### config.mk
export PLATFORM = sky130hd
export DESIGN_NAME = io_bus_controller
export DESIGN_NICKNAME = d
export VERILOG_FILES = /design/src/rtl/io_bus_controller.sv
export SDC_FILE = /design/constraint.sdc
export NUM_CORES = 1
export LEC_CHECK = 0
export CORE_ASPECT_RATIO = 2
export CORE_MARGIN = 4
export CORE_UTILIZATION = 36
export CTS_BUF_LIST = sky130_fd_sc_hd__clkbuf_16
export DETAILED_ROUTE_END_ITERATION = 12
export GPL_TIMING_DRIVEN = 0
export PLACE_DENSITY = 0.75
export REMOVE_ABC_BUFFERS = 1
export SYNTH_ARGS = -nofsm -noshare
export SYNTH_HDL_FRONTEND = slang
export SYNTH_SLANG_ARGS = --single-unit
### constraint.sdc
create_clock -name clk -period 1.7 [get_ports clk]
set_input_delay 0.255 -clock clk [delete_from_list [all_inputs] [get_ports clk]]
set_output_delay 0.255 -clock clk [all_outputs]
set_load 0.02 [all_outputs]
### src/rtl/io_bus_controller.sv
// rtl/io_bus_controller.sv - memory-mapped I/O controller: data-memory routing, LED/switch/button window
// Switch and button inputs share one synchronizer/debounce path; edge capture is sticky W1C.
module io_bus_controller #(
    parameter int ADDR_W    = 6,
    parameter int DATA_W    = 32,
    parameter int CS_W      = 4,
    parameter int MEM_WORDS = 32,
    parameter int N_LEDS    = 8,
    parameter int N_SW      = 8,
    parameter int N_BTN     = 4,
    parameter int DEB_CYC   = 4
) (
    input  logic              clk,
    input  logic              rst,
    input  logic              w_enable,
    input  logic              r_enable,
    input  logic [ADDR_W-1:0] addr,
    input  logic [DATA_W-1:0] wdata,
    input  logic [CS_W-1:0]   cs_in,
    output logic              w_enable_data_mem,
    output logic [CS_W-1:0]   cs_out,
    output logic              io_sel,
    output logic [DATA_W-1:0] io_rdata,
    output logic              io_rvalid,
    output logic [N_LEDS-1:0] leds_out,
    input  logic [N_SW-1:0]   sw_in,
    input  logic [N_BTN-1:0]  btn_in
);

    localparam int N_IN  = N_SW + N_BTN;
    localparam int CNT_W = (DEB_CYC < 2) ? 1 : $clog2(DEB_CYC + 1);
    localparam logic [ADDR_W-1:0] BASE     = ADDR_W'(MEM_WORDS);
    localparam logic [ADDR_W-1:0] OFF_LED  = ADDR_W'(0);
    localparam logic [ADDR_W-1:0] OFF_SW   = ADDR_W'(1);
    localparam logic [ADDR_W-1:0] OFF_BTN  = ADDR_W'(2);
    localparam logic [ADDR_W-1:0] OFF_EDGE = ADDR_W'(3);
    localparam logic [CNT_W-1:0]  CNT_LAST = CNT_W'(DEB_CYC - 1);

    logic [N_IN-1:0]             sync1_q, sync1_d, sync2_q, sync2_d;
    logic [N_IN-1:0]             deb_q, deb_d;
    logic [N_IN-1:0][CNT_W-1:0]  cnt_q, cnt_d;
    logic [N_LEDS-1:0]           leds_q, leds_d;
    logic [N_BTN-1:0]            edge_q, edge_d;
    logic [DATA_W-1:0]           io_rdata_q, io_rdata_d;
    logic                        io_rvalid_q, io_rvalid_d;

    logic [ADDR_W-1:0] off;
    logic [DATA_W-1:0] wmask;
    logic [DATA_W-1:0] rd_word;
    logic [N_BTN-1:0]  btn_rise, edge_clr;
    logic              led_wr, edge_wr;
    logic              unused_wdata;

    assign unused_wdata = ^wdata;

    always_comb begin
        io_sel            = (addr >= BASE);
        off               = addr - BASE;
        w_enable_data_mem = io_sel ? 1'b0 : w_enable;
        cs_out            = io_sel ? '0 : cs_in;
        led_wr            = w_enable && io_sel && (off == OFF_LED);
        edge_wr           = w_enable && io_sel && (off == OFF_EDGE);
        for (int b = 0; b < DATA_W; b++) begin
            wmask[b] = cs_in[b / 8];
        end
    end

    // Raw inputs are packed {buttons, switches} so one debounce loop serves both.
    always_comb begin
        sync1_d = {btn_in, sw_in};
        sync2_d = sync1_q;
        deb_d   = deb_q;
        cnt_d   = cnt_q;
        for (int i = 0; i < N_IN; i++) begin
            if (sync2_q[i] != deb_q[i]) begin
                if (cnt_q[i] == CNT_LAST) begin
                    deb_d[i] = ~deb_q[i];
                    cnt_d[i] = '0;
                end else begin
                    cnt_d[i] = cnt_q[i] + CNT_W'(1);
                end
            end else begin
                cnt_d[i] = '0;
            end
        end
    end

    always_comb begin
        leds_d = leds_q;
        for (int i = 0; i < N_LEDS; i++) begin
            if (led_wr && wmask[i]) begin
                leds_d[i] = wdata[i];
            end
        end
        btn_rise = deb_d[N_IN-1:N_SW] & ~deb_q[N_IN-1:N_SW];
        edge_clr = edge_wr ? (wdata[N_BTN-1:0] & wmask[N_BTN-1:0]) : '0;
        // Rise is OR-ed in after the clear so a simultaneous press is never lost.
        edge_d   = (edge_q & ~edge_clr) | btn_rise;
    end

    always_comb begin
        rd_word = '0;
        case (off)
            OFF_LED:  rd_word = DATA_W'(leds_q);
            OFF_SW:   rd_word = DATA_W'(deb_q[N_SW-1:0]);
            OFF_BTN:  rd_word = DATA_W'(deb_q[N_IN-1:N_SW]);
            OFF_EDGE: rd_word = DATA_W'(edge_q);
            default:  rd_word = '0;
        endcase
        io_rvalid_d = r_enable && io_sel;
        io_rdata_d  = io_rvalid_d ? rd_word : io_rdata_q;
    end

    always_ff @(posedge clk) begin
        if (rst) begin
            sync1_q     <= '0;
            sync2_q     <= '0;
            deb_q       <= '0;
            cnt_q       <= '0;
            leds_q      <= '0;
            edge_q      <= '0;
            io_rdata_q  <= '0;
            io_rvalid_q <= 1'b0;
        end else begin
            sync1_q     <= sync1_d;
            sync2_q     <= sync2_d;
            deb_q       <= deb_d;
            cnt_q       <= cnt_d;
            leds_q      <= leds_d;
            edge_q      <= edge_d;
            io_rdata_q  <= io_rdata_d;
            io_rvalid_q <= io_rvalid_d;
        end
    end

    assign io_rdata  = io_rdata_q;
    assign io_rvalid = io_rvalid_q;
    assign leds_out  = leds_q;

endmodule
==> results of run 1 <==
==> cell type report <==
cell class / count / share of cell area, %
timing repair buffer: 59 / 12.7
tap: 135 / 3.66
sequential: 93 / 40.4
clock inverter: 5 / 0.461
inverter: 27 / 2.20
clock buffer: 9 / 4.88
multi-input combinational: 239 / 35.7
==> worst reg2reg max path, stage by stage, from the launching register on <==
cell     delay (ns)
dfxtp_1        0.31
ha_1           0.20
ha_1           0.22
or3_1          0.42
nor2_1         0.10
==> layer usage <==
| metal | track usage, % | part of all wire [%] | vias up | routed length, µm |
|---|---|---|---|---|
| met3 | 3.49 | 5.3 | 12 | 364 |
| met1 | 11.7 | 37 | 1168 | 2500 |
| met5 | 0 | 0 | - | 0 |
| li1 | - | - | 1265 | - |
| met4 | 5.56 | 1.8 | 0 | 124 |
| met2 | 21.8 | 56 | 66 | 3810 |
==> power by group <==
part,switching [mW],leakage (nW),total (mW),internal (mW)
clock,0.736,0.127,1.69,0.952
sequential,0.0167,0.755,2.23,2.22
combinational,0.151,0.873,0.278,0.127
==> logic make-up after synthesis <==
family | share of synthesized area (%)
AOI/OAI and AO/OA | 2.41
adders and majority gates | 8.02
buffers and inverters | 8.86
xor gates and xnor gates | 2.81
and+or+nand+nor | 19.1
muxes | 8.96
DFF | 49.7
other | 0.100
==> synthesized netlist by cell type (all sizes together) (3+ instances only) <==
cell type  number
buf            25
xnor2          12
nand3b          4
nand3           9
nor2b          30
dfxtp          93
inv            27
a21o            3
mux2            4
nor2           49
mux4            4
nand2          10
mux2i          20
a21oi           8
a31oi           3
ha             24
or3            13
clkbuf         12
nand2b         16
==> sequential cells by signal, summed over array words and instances (netlist names) <==
| register | flops |
|---|---|
| deb_q | 12 |
| cnt_q | 36 |
| io_rdata | 8 |
| io_rvalid | 1 |
| sync1_q | 12 |
| edge_q | 4 |
| leds_out | 8 |
| sync2_q | 12 |
==> repair_timing <==
| action | CTS | global route |
|---|---|---|
| buffers inserted | 2 | 0 |
| pin swaps | 1 | 0 |
| resized for setup | 9 | 1 |
| endpoints found under the setup margin | 26 | 1 |
| hold buffers | 0 | 0 |
==> layout by cell type (no fill, tap or decap), types with 7 or more instances in the layout <==
master,n
inv_1,28
nand2b_1,16
dfxtp_1,93
nand3_1,9
nor2b_1,30
clkdlybuf4s50_1,48
xnor2_1,12
dlygate4sd2_1,7
conb_1,24
a21oi_1,8
ha_1,24
mux2i_1,20
clkbuf_16,9
nand2_1,10
nor2_1,49
or3_1,12
==> metrics by stage <==
stage | hold WS (ns) | instances | total power [mW]
final | 0.418 | 567 | 4.20
after global routing | 0.441 | 567 | 4.36
after CTS | 0.412 | 567 | 4.26
after detailed placement | 0.418 | 551 | 2.57
after global placement | 0.406 | 550 | 2.56
after floorplan | 0.324 | 359 | 2.41
==> worst paths after layout <==
kind | from | to | slack (ns)
setup / recovery | addr[3] | leds_out[2] | 0.09
hold / removal | rst | deb_q[3] | 0.42
hold reg to reg | cnt_q[3] | cnt_q[3] | 0.42
setup reg to reg | cnt_q[24] | cnt_q[26] | 0.37
==> metrics.md, run 1 <==
| Metric | Value |
|---|---|
| Slew HR | approximately 56% |
| Status | finished clean |
| Clock Skew | roughly 0.0047 ns |
| Hold crit path type | primary input to flip-flop |
| Die Span Y | roughly 150 µm |
| Final nets | 511 |
| Endpoints failing hold | 0 |
| Core ar. | about 0.010 mm² |
| Data arrival time of the worst path | 1.86 ns |
| Filler cell count | slightly below 1000 |
| Placer Congestion | about 0.76 |
| Worst Reg-to-Reg Cells | 4 |
| Final setup fails | 0 |
| FF+latch count, synth | 93 |
| Root buffer cell | clkbuf_16 |
| CP Capture Type | flip-flop |
| RSZ-0062 raised after global routing | false |
| Post-Synthesis Cells | approximately 370 |
| Slew @ Worst Pin | between 0.6 and 0.7 ns |
| Setup tns final | 0 ns |
| Worst-Skew Late Latency | roughly 0.33 ns |
| Final wirelength | about 6800 µm |
| Worst Hold Depth | 2 |
| Post-DP HPWL | between 5000 and 6000 µm |
| Clock sink total | 93 |
| Initial antenna violation count | 0 |
| Die ar. | 0.0122 mm² |
| Vias/cell | approximately 4.4 |
| Tmin final | between 1.5 and 2 ns |
| Avg WL per Cell | 12.0 µm |
| IO Port Bufs | between 50 and 60 |
| Final Slew Violations | 0 |
| First-pass GRT wire length | 11200 µm |
| Final instance area | about 0.0046 mm² |
| Post-route DRC | 0 |
| Global route overflow | 0 |
| Worst-path clk slew | 0.06 ns |
| Number of buffers created by CTS | 9 |
| Final core utilization | a little under half |
| I/O pin cnt | 105 |
| Post-synthesis instance area | approximately 0.0037 mm² |
| Max incr delay on CP | roughly 0.45 ns |
| Pwr/cell area | between 900 and 1000 mW/mm² |
| MaxCap Viol Count | 0 |
| CTS tree | built |
| Number of global-route vias before repair | ~2500 |
| Layout cells sized above 1 | under 10% |
| Reg area | 0.00186 mm² |
| WS Path Type | primary input to flip-flop |
| Synth warn | 0 |
| Iter 0 DRT Violations | between 70 and 80 |
| CP Launch Type | primary input |
| Synth unique cells | 27 |
| Critical path depth | 5 |
| Critical-path cell list | clkdlybuf4s50_1, or3_4, nor4_4, buf_6, mux2i_1 |
| Largest net degree at the start of global routing | 43 |
| Chip width | ~80 µm |
| Syn_area_per_cell | between 10 and 15 µm² |
| DRT Pass-1 Iters | 4 |
| Via Count | around 2500 |
| Row cnt | 52 |
| Final WS setup | roughly 0.09 ns |
| Largest delay share family, worst path | simple AND/OR/NAND/NOR gates |
| Critical Path RT | between 1.5 and 2 ns |
| Top FF cell, synth | dfxtp_1 |
| Period utilization | 94.6% |
| Pleak | approximately 1.8 nW |
| Initial core utilization | between 30% and 40% |
| CP max FO | 6 |
| Leading area contributor after synthesis | dfxtp_1 |
| Critical path's slowest cell | clkdlybuf4s50_1 |
| Synth top area share | between 40% and 50% |
| Post-place setup slack | -0.632 ns |
| Area growth from synthesis to layout | 23.2% |
| Top cells by area, synth | dfxtp_1, ha_1, mux2i_1 |
| Global-route usage over all layers | 11.9% |
| ANT cells | 0 |
| Fmax | around 620 MHz |
| DP Area | about 0.0043 mm² |
| CTS H-Tree Depth | 3 |
| Register area share after synthesis | between 40 and 50% |
| Post-synth ARST share | 0% |
| Area of the multi-input gates | 0.00165 mm² |
| Final ANT Viol Nets | 0 |
| EDFF count, synth | 0 |
| Max Buffers Root-to-Sink | 2 |
| Max VDD drop | 0.515 mV |
| Worst Path Buf+Inv | 2 |
(Power assumes the default switching activity.)
==> run 2: changes to the inputs <==
==> constraint.sdc (replaced) <==
create_clock -name clk -period 1.7 [get_ports clk]
set_input_delay 0.255 -clock clk [delete_from_list [all_inputs] [get_ports clk]]
set_output_delay 0.255 -clock clk [all_outputs]
set_load 0.05 [all_outputs]
==> metrics.md, run 2 (same netlist as run 1, synthesis figures left out) <==
| Metric | Value |
|---|---|
| Status | finished clean (unchanged) |
| Global route overflow | 0 (unchanged) |
| WS Path Type | primary input to flip-flop (unchanged) |
| Largest register FFs | 36 (unchanged) |
| RSZ-0062 raised after global routing | false (unchanged) |
| Vias/cell | 4.43 (about the same) |
| Chip width | 80.1 µm (unchanged) |
| Placer Congestion | 0.756 (unchanged) |
| Max VDD drop | 0.533 mV (was 0.515 mV) |
| Slew HR | 55.5% (was 55.6%) |
| DRT Pass-1 Iters | 4 (unchanged) |
| CP Launch Type | primary input (unchanged) |
| Post-DP HPWL | 5200 µm (unchanged) |
| Hold crit path type | primary input to flip-flop (unchanged) |
| CTS tree | built (unchanged) |
| IO Port Bufs | 56 (unchanged) |
| Critical path's slowest cell | clkdlybuf4s50_1 (unchanged) |
| Post-place setup slack | -0.632 ns (unchanged) |
| Worst-path clk slew | 0.06 ns (about the same) |
| I/O pin cnt | 105 (unchanged) |
| CTS H-Tree Depth | 3 (unchanged) |
| Final Slew Violations | 0 (unchanged) |
| Area growth from synthesis to layout | 22.8% (was 23.2%) |
| Worst-Skew Late Latency | 0.33 ns (about the same) |
| Root buffer cell | clkbuf_16 (unchanged) |
| Post-route total power | 4.29 mW (was 4.20 mW) |
| Number of buffers created by CTS | 9 (unchanged) |
| Clock sink total | 93 (unchanged) |
| Clock Skew | 0.00438 ns (was 0.00471 ns) |
| Row cnt | 52 (unchanged) |
| Worst Path Buf+Inv | 2 (unchanged) |
| Iter 0 DRT Violations | 77 (unchanged) |
| Most frequent cells in the layout | dfxtp_1, nor2_1, clkdlybuf4s50_1 (unchanged) |
| Pwr/cell area | 933 mW/mm² (was 911 mW/mm²) |
| Endpoints failing hold | 0 (unchanged) |
| Pleak | 1.83 nW (was 1.76 nW) |
| ANT cells | 0 (unchanged) |
| Slew @ Worst Pin | 0.667 ns (about the same) |
| Most flop-heavy register | cnt_q (unchanged) |
| CP max FO | 6 (unchanged) |
| Final ANT Viol Nets | 0 (unchanged) |
| Final core utilization | 45.3% (was 45.4%) |
| Post-route DRC | 0 (unchanged) |
| Number of global-route vias before repair | 2516 (was 2506) |
| Leading cell type in the layout, fill and taps excluded | dfxtp_1 (unchanged) |
| Tmin final | 1.61 ns (about the same) |
| Final WS setup | 0.0888 ns (was 0.0917 ns) |
| Critical-path cell list | clkdlybuf4s50_1, or3_4, nor4_4, buf_6, mux2i_1 (unchanged) |
| Core ar. | 0.0101 mm² (unchanged) |
| Global-route usage over all layers | 11.9% (about the same) |
| Hold buffer count at CTS | 0 (unchanged) |
| Initial antenna violation count | 0 (unchanged) |
| Layout cells sized above 1 | 7.64% (was 6.25%) |
| Max incr delay on CP | 0.45 ns (about the same) |
| MaxCap Viol Count | 0 (unchanged) |
| Final nets | 511 (unchanged) |
| Via Count | 2512 (was 2511) |
| Die ar. | 0.0122 mm² (unchanged) |
| Filler cell count | 997 (was 992) |
| Final wirelength | 6830 µm (was 6810 µm) |
| Initial core utilization | 36.9% (unchanged) |
| Max Buffers Root-to-Sink | 2 (unchanged) |
| Largest delay share family, worst path | simple AND/OR/NAND/NOR gates (unchanged) |
| Final setup fails | 0 (unchanged) |
| CP Capture Type | flip-flop (unchanged) |
| Largest net degree at the start of global routing | 43 (unchanged) |
| Critical Path RT | 1.95 ns (was 1.96 ns) |
| Die Span Y | 152 µm (unchanged) |
| Avg WL per Cell | 12.1 µm (was 12.0 µm) |
| Fmax | 621 MHz (was 622 MHz) |
| First-pass GRT wire length | 11200 µm (about the same) |
| Period utilization | 94.8% (was 94.6%) |
| Data arrival time of the worst path | 1.87 ns (was 1.86 ns) |
-- run 2: cell count changes in the layout (fill, tap and decap cells not counted) --
cell	delta
clkdlybuf4s15_2	+3
dlygate4sd2_1	+11
clkdlybuf4s50_1	-17
clkdlybuf4s18_2	+2
buf_2	+1
-- run 2: repair_timing --
action,CTS,global route
setup buffers,2,0
pin swaps,1,0
gates resized for setup,38,5
setup endpoints to repair,43,4
-- run 2: worst paths after layout --
| path | start | end | slack [ns] | cells after the start |
|---|---|---|---|---|
| hold reg to reg | cnt_q[3] | cnt_q[3] | 0.42 | 1 |
| setup reg to reg | cnt_q[24] | cnt_q[26] | 0.37 | 4 |
| hold / removal | rst | deb_q[3] | 0.42 | 2 |
| setup / recovery | addr[3] | leds_out[2] | 0.09 | 5 |
-- run 2: power breakdown --
part	total, mW	leakage [nW]	switching, mW	internal, mW
combinational	0.369	0.943	0.240	0.129
sequential	2.23	0.755	0.0167	2.22
clock	1.69	0.127	0.737	0.952
-- run 2: layer usage --
metal	wire (µm)	GRT usage, %
met5	0	0
met4	123	5.56
met3	368	3.49
met2	3820	21.8
met1	2520	11.8
-- run 2: cell type report --
cell class,count,area [µm²],share of cell area [%]
Sequential cell,93,1860,40.5
Multi-Input combinational cell,239,1650,35.8
Timing Repair Buffer,59,571,12.4
Clock buffer,9,225,4.90
Tap cell,135,169,3.68
Inverter,27,101,2.21
Clock inverter,5,21.3,0.463
-- run 2: through the flow --
stage / setup TNS, ns / cell area, µm² / instances / hold slack, ns
after global routing: 0 / 4600 / 567 / 0.441
after floorplan: 0 / 3600 / 359 / 0.324
after global placement: -109.31 / 4330 / 550 / 0.406
after CTS: 0 / 4600 / 567 / 0.412
after detailed placement: -12.08 / 4340 / 551 / 0.418
final: 0 / 4600 / 567 / 0.419
